<file path="src/rtl/dmem_arbiter.sv">
// dmem_arbiter: shares one single-port data RAM between the core load/store
// path (C) and the DMA/image loader (D). Round-robin with bounded bursts,
// address bounds checking, and the RAM address/data/write-enable mux.
//
// Ports:
//   clk, rst_n                  clock, asynchronous active-low reset
//   c_req/c_we/c_addr/c_wd      core request, write flag, word address, write data
//   c_gnt/c_rd/c_err            core access performed, read data, out-of-range flag
//   d_*                         same set for the DMA requester
//   mem_we/mem_address/mem_wd   RAM write enable, word address, write data
//   mem_rd                      RAM read data (combinational from mem_address)
//   owner                       0=IDLE, 1=OWN_C, 2=OWN_D
//   err_sticky                  any out-of-range access since reset
module dmem_arbiter #(
  parameter int unsigned DATA_W    = 32,
  parameter int unsigned MEM_DEPTH = 150000,
  parameter int unsigned MAX_BURST = 16
) (
  input  logic              clk,
  input  logic              rst_n,
  input  logic              c_req,
  input  logic              c_we,
  input  logic [31:0]       c_addr,
  input  logic [DATA_W-1:0] c_wd,
  output logic              c_gnt,
  output logic [DATA_W-1:0] c_rd,
  output logic              c_err,
  input  logic              d_req,
  input  logic              d_we,
  input  logic [31:0]       d_addr,
  input  logic [DATA_W-1:0] d_wd,
  output logic              d_gnt,
  output logic [DATA_W-1:0] d_rd,
  output logic              d_err,
  output logic              mem_we,
  output logic [31:0]       mem_address,
  output logic [DATA_W-1:0] mem_wd,
  input  logic [DATA_W-1:0] mem_rd,
  output logic [1:0]        owner,
  output logic              err_sticky
);

  localparam int unsigned ADDR_W = 32;
  localparam int unsigned CNT_W  = $clog2(MAX_BURST + 1);

  localparam logic [CNT_W-1:0]  CNT_LAST = CNT_W'(MAX_BURST - 1);
  localparam logic [ADDR_W-1:0] DEPTH    = ADDR_W'(MEM_DEPTH);

  typedef enum logic [1:0] {
    IDLE  = 2'd0,
    OWN_C = 2'd1,
    OWN_D = 2'd2
  } state_e;

  state_e           state_q, state_d;
  logic             last_d_q, last_d_d;   // 1: D owned last, so C wins a tie
  logic [CNT_W-1:0] cnt_q, cnt_d;
  logic             err_q, err_d;
  logic             c_in_range, d_in_range;

  assign owner      = state_q;
  assign err_sticky = err_q;

  // State register; reset leaves C as the winner of the first tie
  always_ff @(posedge clk or negedge rst_n) begin
    if (!rst_n) begin
      state_q  <= IDLE;
      last_d_q <= 1'b1;
      cnt_q    <= '0;
      err_q    <= 1'b0;
    end else begin
      state_q  <= state_d;
      last_d_q <= last_d_d;
      cnt_q    <= cnt_d;
      err_q    <= err_d;
    end
  end

  // Grants, bounds check and RAM mux; owner is IDLE in reset so all of this is 0
  always_comb begin
    c_in_range  = c_addr < DEPTH;
    d_in_range  = d_addr < DEPTH;
    c_gnt       = (state_q == OWN_C) && c_req;
    d_gnt       = (state_q == OWN_D) && d_req;
    mem_we      = 1'b0;
    mem_address = '0;
    mem_wd      = '0;
    c_rd        = '0;
    d_rd        = '0;
    c_err       = 1'b0;
    d_err       = 1'b0;
    if (c_gnt) begin
      mem_address = c_addr;
      mem_wd      = c_wd;
      mem_we      = c_we && c_in_range;
      c_rd        = c_in_range ? mem_rd : '0;
      c_err       = !c_in_range;
    end else if (d_gnt) begin
      mem_address = d_addr;
      mem_wd      = d_wd;
      mem_we      = d_we && d_in_range;
      d_rd        = d_in_range ? mem_rd : '0;
      d_err       = !d_in_range;
    end
  end

  // Ownership: handover costs no idle cycle; burst count saturates so a lone
  // owner keeps going, and the waiting side takes over right after the
  // MAX_BURST-th access
  always_comb begin
    state_d  = state_q;
    last_d_d = last_d_q;
    cnt_d    = cnt_q;
    err_d    = err_q || c_err || d_err;
    unique case (state_q)
      IDLE: begin
        cnt_d = '0;
        if (c_req && d_req) state_d = last_d_q ? OWN_C : OWN_D;
        else if (c_req)     state_d = OWN_C;
        else if (d_req)     state_d = OWN_D;
      end
      OWN_C: begin
        if (!c_req) begin
          last_d_d = 1'b0;
          cnt_d    = '0;
          state_d  = d_req ? OWN_D : IDLE;
        end else if (d_req && (cnt_q == CNT_LAST)) begin
          last_d_d = 1'b0;
          cnt_d    = '0;
          state_d  = OWN_D;
        end else if (cnt_q != CNT_LAST) begin
          cnt_d = cnt_q + CNT_W'(1);
        end
      end
      OWN_D: begin
        if (!d_req) begin
          last_d_d = 1'b1;
          cnt_d    = '0;
          state_d  = c_req ? OWN_C : IDLE;
        end else if (c_req && (cnt_q == CNT_LAST)) begin
          last_d_d = 1'b1;
          cnt_d    = '0;
          state_d  = OWN_C;
        end else if (cnt_q != CNT_LAST) begin
          cnt_d = cnt_q + CNT_W'(1);
        end
      end
      default: begin
        state_d = IDLE;
        cnt_d   = '0;
      end
    endcase
  end

endmodule

</file>
<file path="config.mk">
export PLATFORM = sky130hd
export DESIGN_NAME = dmem_arbiter
export DESIGN_NICKNAME = d
export VERILOG_FILES = /design/src/rtl/dmem_arbiter.sv
export SDC_FILE = /design/constraint.sdc
export NUM_CORES = 1
export LEC_CHECK = 0
export CAP_MARGIN = 20
export CORE_AREA = 2 2 116 118
export CTS_CLUSTER_SIZE = 20
export DETAILED_ROUTE_END_ITERATION = 8
export DIE_AREA = 0 0 118 120
export HOLD_SLACK_MARGIN = 0.1
export PLACE_DENSITY = 0.61
export SLEW_MARGIN = 30
export SYNTH_ARGS = -nofsm -noshare
export SYNTH_HDL_FRONTEND = slang
export SYNTH_SLANG_ARGS = --single-unit
</file>
<file path="constraint.sdc">
create_clock -name clk -period 2.8 [get_ports clk]
set_input_delay 0.84 -clock clk [delete_from_list [all_inputs] [get_ports clk]]
set_output_delay 0.84 -clock clk [all_outputs]
set_load 0.01 [all_outputs]
</file>
Word level (Yosys, flattened, before mapping)
Cells that the tools add are included.
Word-level totals
  flip-flop bits (word level): 9
  input bits: 166
  output and inout port bits: 136
  logic and storage cells: 65
Operators by class
  add/sub/neg operators: 1
  magnitude comparators: 2
  equal/unequal tests: 7
  multiplexer cells: 36
  reductions and logical operators: 15
Operators with widths (count)
  $mux W32: 9
  $lt A32 B18 Y1 const B: 2
  $mux W5: 5
  $mux W2: 9
  $mux W1: 10
  $pmux W5 S2: 1
  $logic_and A1 B1 Y1: 7
  $ne A3 B2 Y1 const B: 2
  $pmux W2 S3: 1
  $reduce_and A3 Y1: 2
  $add A5 B1 Y5 const B: 1
  $eq A5 B4 Y1 const B: 1
  $ne A5 B4 Y1 const B: 1
  $ne A4 B4 Y1 const B: 1
  $eq A2 B1 Y1 const B: 1
  $eq A2 B2 Y1 const B: 1
  $logic_not A1 Y1: 2
  $logic_not A2 Y1: 1
  $logic_or A1 B1 Y1: 2
  $pmux W1 S2: 1
  $reduce_bool A2 Y1: 1

Longest topological paths before layout
Gate-level depths: netlist of the first run.
  depth in word-level cells: 5
  depth in mapped cells: 8
  gate-level depth less buffers: 7

Worst setup path before layout of the first run
OpenSTA, ideal clock, no wires.
  path type: input port to output port
  from: input d_addr[21]
  to: output d_rd[10]
  arrival: 1.955 ns
  setup slack: 0.005 ns
  stages on the path: 6
  path buffers: 2
  path through: nor4_1 -> nand4_1 -> a211o_1 -> buf_6 -> buf_6 -> nor3_1
On the way
  longest elaborated chain between the ends: 4
RTL lines
  start: declaration: line 30  | input logic [31:0] d_addr,
  $lt A32 B18 Y1: line 82  | d_in_range = d_addr < DEPTH;
  $mux W32: line 102  | d_rd = d_in_range ? mem_rd : '0;
  $mux W32: line 98  | end else if (d_gnt) begin
  $mux W32: line 92  | if (c_gnt) begin
  end: declaration: line 33  | output logic [DATA_W-1:0] d_rd,
Every way passes these cells.

Worst setup path in the final report of the first run
  from: input d_addr[30]
  to: output d_rd[10]
The elaborated chain is that of the path after synthesis.

==> flow_metrics.py, run 1 <==
metrics = {
    "sta": {
        "grt_setup_unrepaired": "true",
        "hold_viol": 0,
        "max_freq_ghz": 0.287,
        "tightest_slew_ps": 441,
        "drv_slew": 0,
        "setup_tns_ps": -30570,
        "fin_crit_sh": 1.24,
        "layout_setup_ws_ps": -679,
        "slew_headroom": 0.705,
        "setup-violations-final": 67,
        "skew_ps": 1.38,
        "layout_min_cycle_time_ps": 3480,
    },
    "floorplan": {
        "initial_core_util": 0.142,
        "rows": 42,
        "ioPinCount": 302,
        "coreArea_um2": 13000,
        "fp.dieH_um": 120,
        "dieArea_um2": 14200,
        "dieWidth_um": 118,
    },
    "pwr": {
        "ir_drop_uv": 289,
        "p_leak_nw": 3.01,
        "powerDensity_nw_per_um2": 367,
    },
    "setup_path": {
        "crit_buf_inv": 6,
        "r2r-end": "owner[0]",
        "crit_slowest_cell": "nor4_4",
        "worstRegToRegCells": 9,
        "crit_chain": "buf_8 > nor4_4 > buf_4 > nand4_1 > a211o_4 > buf_16 > buf_12 > buf_12 > nor3_2 > buf_2",
        "cpPeakStageDelay_ps": 360,
        "reg2reg_from": "owner[1]",
        "cp_common_cell": "buf_12",
        "cp_top_family": "buffers and inverters",
        "critPathKind": "in -> out",
        "critical_path_required_ps": 1960,
        "startpoint_type": "primary input",
        "path_max_fanout": 4,
        "cp-end-kind": "primary output",
        "worstPathArrival_ps": 2640,
        "path_depth": 10,
        "ff2ff_setup_slack_ps": 830,
    },
    "global_routing": {
        "grt_start_max_net_pins": 33,
        "grt_pass1_wl_mm": 21.1,
        "grt_use_total": 0.189,
        "grt_pass1_vias": 3940,
        "overflow": 0,
        "antenna_found_initial": 0,
    },
    "cts": {
        "cts.sink_count": 9,
        "h-tree-depth": 1,
        "cts_hold_buffers": 0,
        "clockBufferDepth": 2,
        "clk_latency_ps": 230,
        "cts.root.buffer_cell": "clkbuf_16",
        "cts_tree": "yes",
        "cts_buffers": 3,
        "clk_pin_slew_ps": 40,
    },
    "place": {
        "dpl.hpwl_mm": 10.8,
        "dpl_cell_area_um2": 5320,
        "port_buffers": 301,
        "gp_congestion": 0.880,
    },
    "routing": {
        "vias": 3841,
        "first_pass_iters": 4,
        "drt.antenna.violating_nets": 0,
        "drcViolationCount": 0,
        "routedWlPerCell_um": 18.9,
        "drt-initial-drc-count": 140,
        "totalWireLength_mm": 15.5,
        "vias_per_cell": 4.68,
    },
    "cells_and_area": {
        "num_antenna_cells": 0,
        "fill_cells": 1256,
        "multi_input_area_um2": 1870,
        "seqCellArea_um2": 226,
        "area_growth_pct": 238,
        "final_nets": 817,
        "final_common_cell": "clkdlybuf4s50_1",
        "postLayoutCellArea_um2": 6220,
        "drive_above_1_share": 0.476,
        "final_cell_mix": "clkdlybuf4s50_1, buf_2, a22o_1, buf_4, buf_6",
    },
    "logic_synthesis": {
        "ys_warn_count": 0,
        "syn_area_um2": 1840,
        "synth_cell_type_count": 40,
        "synth-seq-cells": 9,
        "syn_nets": 444,
        "synth-seq-area-share": 0.123,
        "synth_cells": 273,
        "syn_area_per_cell_um2": 6.74,
    },
    "hold_path": {
        "min_to": "err_sticky",
        "whs_path_depth": 1,
        "min_from": "err_sticky",
        "min_path_type": "reg -> reg",
    },
    "outcome": {
        "violations": "setup timing",
        "status": "finished, violations left",
    },
    "run": {
        "drv_cap": 0,
    },
}
[cell type report]
cell class	instances	share of cell area
repair buffers	392	0.592
multi-input cells	202	0.300
flip-flops and latches	9	0.0364
well taps	176	0.0354
inverters	38	0.0233
clock buffers	4	0.0127
[state kept, by name, summed over array words and instances (netlist names)]
name        cells
cnt_q           5
err_sticky      1
last_d_q        1
owner           2
[cells in the mapped netlist, drive strengths merged]
library cell | n | area (µm²)
a211o | 2 | 17.5
a211oi | 1 | 7.51
a21boi | 1 | 7.51
a21o | 1 | 7.51
a21oi | 6 | 30.0
a221o | 1 | 10.0
a22o | 64 | 561
and2 | 2 | 12.5
and4b | 1 | 10.0
buf | 16 | 104
clkbuf | 8 | 30.0
dfrtp | 8 | 200
dfstp | 1 | 26.3
ha | 5 | 62.6
inv | 38 | 143
mux2 | 2 | 22.5
mux2i | 1 | 10.0
nand2 | 10 | 37.5
nand2b | 3 | 18.8
nand3 | 2 | 10.0
nand3b | 1 | 7.51
nand4 | 4 | 25.0
nor2 | 38 | 143
nor3 | 34 | 170
nor4 | 6 | 37.5
nor4b | 1 | 8.76
o2111a | 1 | 11.3
o211ai | 2 | 15.0
o21a | 4 | 30.0
o21ai | 2 | 10.0
o21bai | 1 | 7.51
o22ai | 1 | 6.26
o32ai | 1 | 8.76
or2 | 1 | 6.26
xnor2 | 1 | 8.76
xor2 | 2 | 17.5
[kinds of logic after synthesis]
kind of cell               after synthesis  synth area share
AOI/OAI and AO/OA                       88             0.396
buffers and inverters                   62             0.150
xor gates and xnor gates                 3            0.0143
adders and majority gates                5            0.0340
and+or+nand+nor                        103             0.264
DFF                                      9             0.123
muxes                                    3            0.0177
[how the worst max path moves through the flow]
stage               slack [ps]        from  endpoint
global route              -720  d_addr[30]  d_rd[12]
global placement         -1470  d_addr[30]  d_rd[16]
detailed placement       -1480  d_addr[30]  d_rd[16]
floorplan                    5  d_addr[21]  d_rd[10]
finish                    -680  d_addr[30]  d_rd[10]
CTS                       -660  d_addr[29]   d_rd[5]
[where the power goes]
group          switching, mW  leakage (nW)  total [mW]  internal, mW
combinational          0.843          2.86        1.85          1.00
sequential            0.0178         0.114       0.179         0.161
clock                 0.0649        0.0382       0.255         0.191
[timing repair]
action | CTS | global route
gates cloned | 7 | 4
setup buffers | 27 | 15
hold endpoints to repair | 0 | 0
gates resized for setup | 614 | 156
pin swaps | 13 | 26
endpoints found under the setup margin | 134 | 127
[metrics by stage]
step / std cells / util / power (mW) / hold slack (ps) / setup slack [ps]
2_1_floorplan: 273 / - / 0.856 / 517 / 4.98
6_report: 821 / 0.479 / 2.28 / 495 / -679
4_1_cts: 808 / 0.440 / 2.19 / 496 / -661
3_5_place_dp: 771 / 0.410 / 1.86 / 472 / -1480
5_1_grt: 821 / 0.479 / 2.42 / 528 / -715
3_3_place_gp: 771 / 0.410 / 1.85 / 490 / -1470
[per-layer routing]
layer	share of wire	up-vias	routed length, µm	global-route usage
met4	0.037	0	574	0.0881
met2	0.54	261	8400	0.364
met3	0.085	39	1320	0.0480
met5	0	-	0	0
li1	-	1746	-	-
met1	0.34	1795	5200	0.188
No activity file was read; power rests on OpenSTA's default activity.
==> run 2, diff against run 1 <==
--- a/config.mk
+++ b/config.mk
@@ -6,12 +6,13 @@
 export NUM_CORES = 1
 export LEC_CHECK = 0
 export CAP_MARGIN = 20
-export CORE_AREA = 2 2 116 118
+export CORE_AREA = 2 2 117 119
+export CTS_BUF_LIST = sky130_fd_sc_hd__clkbuf_4 sky130_fd_sc_hd__clkbuf_8
 export CTS_CLUSTER_SIZE = 20
 export DETAILED_ROUTE_END_ITERATION = 8
-export DIE_AREA = 0 0 118 120
+export DIE_AREA = 0 0 119 121
 export HOLD_SLACK_MARGIN = 0.1
-export PLACE_DENSITY = 0.61
+export PLACE_DENSITY = 0.6
 export SLEW_MARGIN = 30
 export SYNTH_ARGS = -nofsm -noshare
 export SYNTH_HDL_FRONTEND = slang
==> run 2 against run 1 <==
Against the previous run:
- the run still ends with setup timing left
- clock-buffer cell count stayed put
- routed wire length down 12%
- via count is 5.3% lower
- combinational power barely moved
- design area shrank 3.4%
- sequential share of layout area is 0.13 points higher
- clock power shrank 39%
- cell count fell by 0.73%
- clock skew about the same
- die area increased by 1.7%
- critical path type unchanged
==> flow_metrics.py, run 2 (synthesized netlist as in run 1, its figures left out) <==
metrics = {
    "routing": {
        "drt.antenna.violating_nets": 0,
        "vias_per_cell": 4.46,
        "routedWlPerCell_um": 16.8,
        "totalWireLength_mm": 13.7,
        "drcViolationCount": 0,
        "vias": 3638,
        "first_pass_iters": 5,
        "drt-initial-drc-count": 171,
    },
    "floorplan": {
        "rows": 42,
        "coreArea_um2": 13100,
        "ioPinCount": 302,
        "dieWidth_um": 119,
        "initial_core_util": 0.141,
        "dieArea_um2": 14400,
        "fp.dieH_um": 121,
    },
    "place": {
        "dpl_cell_area_um2": 5430,
        "dpl.hpwl_mm": 10.6,
        "gp_congestion": 0.917,
        "port_buffers": 301,
    },
    "outcome": {
        "violations": "setup timing",
        "status": "finished, violations left",
    },
    "cts": {
        "cts_tree": "yes",
        "cts_hold_buffers": 0,
        "cts.root.buffer_cell": "clkbuf_8",
        "cts_buffers": 3,
        "h-tree-depth": 1,
        "cts.sink_count": 9,
        "clk_pin_slew_ps": 40,
        "clk_latency_ps": 230,
        "clockBufferDepth": 2,
    },
    "global_routing": {
        "overflow": 0,
        "grt_pass1_wl_mm": 19.7,
        "grt_use_met2": 0.343,
        "grt_pass1_vias": 3814,
        "use_met1": 0.180,
        "grt_use_total": 0.170,
        "grt_start_max_net_pins": 18,
        "grt_busiest_layer": "met2",
        "antenna_found_initial": 0,
        "use_met3": 0.0414,
    },
    "sta": {
        "hold_slack_ps": 483,
        "layout_min_cycle_time_ps": 3260,
        "slew_headroom": 0.706,
        "grt_setup_unrepaired": "true",
        "fin_crit_sh": 1.17,
        "max_freq_ghz": 0.306,
        "setup-violations-final": 67,
        "hold_viol": 0,
        "skew_ps": 1.43,
        "drv_slew": 0,
        "layout_setup_ws_ps": -464,
        "tightest_slew_ps": 439,
    },
    "pwr": {
        "p_sw_mw": 0.885,
        "seqPwrFrac": 0.083,
        "intPower_mw": 1.29,
        "pwr-share-clk": 0.071,
        "powerDensity_nw_per_um2": 362,
        "ir_drop_uv": 198,
        "p_leak_nw": 2.83,
        "p_sw_frac": 0.407,
        "power_frac_comb": 0.846,
    },
    "setup_path": {
        "crit_buf_inv": 5,
        "crit_chain": "buf_8 > nor4_4 > buf_4 > nand4_1 > a211o_4 > buf_8 > buf_12 > nor3_2 > buf_2",
        "critical_path_required_ps": 1960,
        "reg2reg_from": "owner[1]",
        "worstRegToRegCells": 8,
        "cp_common_cell": "buf_8",
        "critical_path.startpoint": "d_addr[20]",
        "path_max_fanout": 6,
        "startpoint_type": "primary input",
        "worstPathArrival_ps": 2420,
        "cp_top_family": "buffers and inverters",
        "crit_slowest_cell": "a211o_4",
        "path_depth": 9,
        "cpPeakStageDelay_ps": 390,
        "critPathKind": "in -> out",
        "cp-end-kind": "primary output",
    },
    "cells_and_area": {
        "num_antenna_cells": 0,
        "finish.utilization": 0.459,
        "drive_above_1_share": 0.509,
        "regMostFlops": "cnt_q",
        "area_growth_pct": 226,
        "final_nets": 811,
        "largest_reg_flops": 5,
        "postLayoutCellArea_um2": 6010,
        "final_cell_mix": "clkdlybuf4s50_1, buf_2, a22o_1, buf_4, buf_6",
        "final_common_cell": "clkdlybuf4s50_1",
    },
    "hold_path": {
        "whs_path_depth": 1,
        "min_from": "err_sticky",
        "min_path_type": "reg -> reg",
    },
    "run": {
        "drv_cap": 0,
    },
}
[run 2: cell types whose count changed in the layout (fill, tap and decap cells not counted), sizes merged]
cell,change
clkbuf,-11
buf,+30
clkdlybuf4s15,+5
clkdlybuf4s50,-2
dlygate4sd2,-28
[run 2: worst paths after layout]
| kind | to | slack [ps] |
|---|---|---|
| max in group asynchronous | last_d_q | 1540 |
| setup reg to reg | owner[0] | 890 |
| min in group asynchronous | cnt_q[0] | 930 |
| hold / removal | err_sticky | 480 |
| hold reg to reg | err_sticky | 480 |
| setup / recovery | d_rd[24] | -460 |
[run 2: final cells by class]
cell class / instances / area, µm²
Sequential cell: 9 / 226
Clock buffer: 4 / 48.8
Fill cell: 1286 / 7080
Inverter: 38 / 145
Tap cell: 176 / 220
Multi-Input combinational cell: 202 / 1840
Timing Repair Buffer: 386 / 3530
[run 2: repair_timing]
item	in CTS	in global routing
resized for setup	780	81
pin swaps	36	14
setup endpoints to repair	133	124
setup buffers	25	4
cloned	6	0
[run 2: metrics by stage]
stage               setup slack [ps]  cells  TNS [ps]  power (mW)
finish                          -464    815    -22300        2.18
global route                    -528    815    -26250        2.31
CTS                             -512    814    -20720        2.17
detailed placement             -1280    782   -129660        1.92
global placement               -1280    782   -128890        1.91
floorplan                       4.98    273         0       0.856
[run 2: metal layers]
layer | routed length, µm | vias up | part of all wire
li1 | - | 1735 | -
met1 | 4990 | 1687 | 0.36
met2 | 7460 | 206 | 0.55
met3 | 1060 | 10 | 0.077
met4 | 171 | 0 | 0.012
met5 | 0 | - | 0
[run 2: power groups by stage]
stage / combinational, mW / clock, mW / sequential (mW)
after floorplan: 0.668 / 0 / 0.188
after global placement: 1.73 / 0 / 0.178
after detailed placement: 1.74 / 0 / 0.179
after CTS: 1.83 / 0.160 / 0.177
after global routing: 1.96 / 0.170 / 0.183
final: 1.84 / 0.155 / 0.180
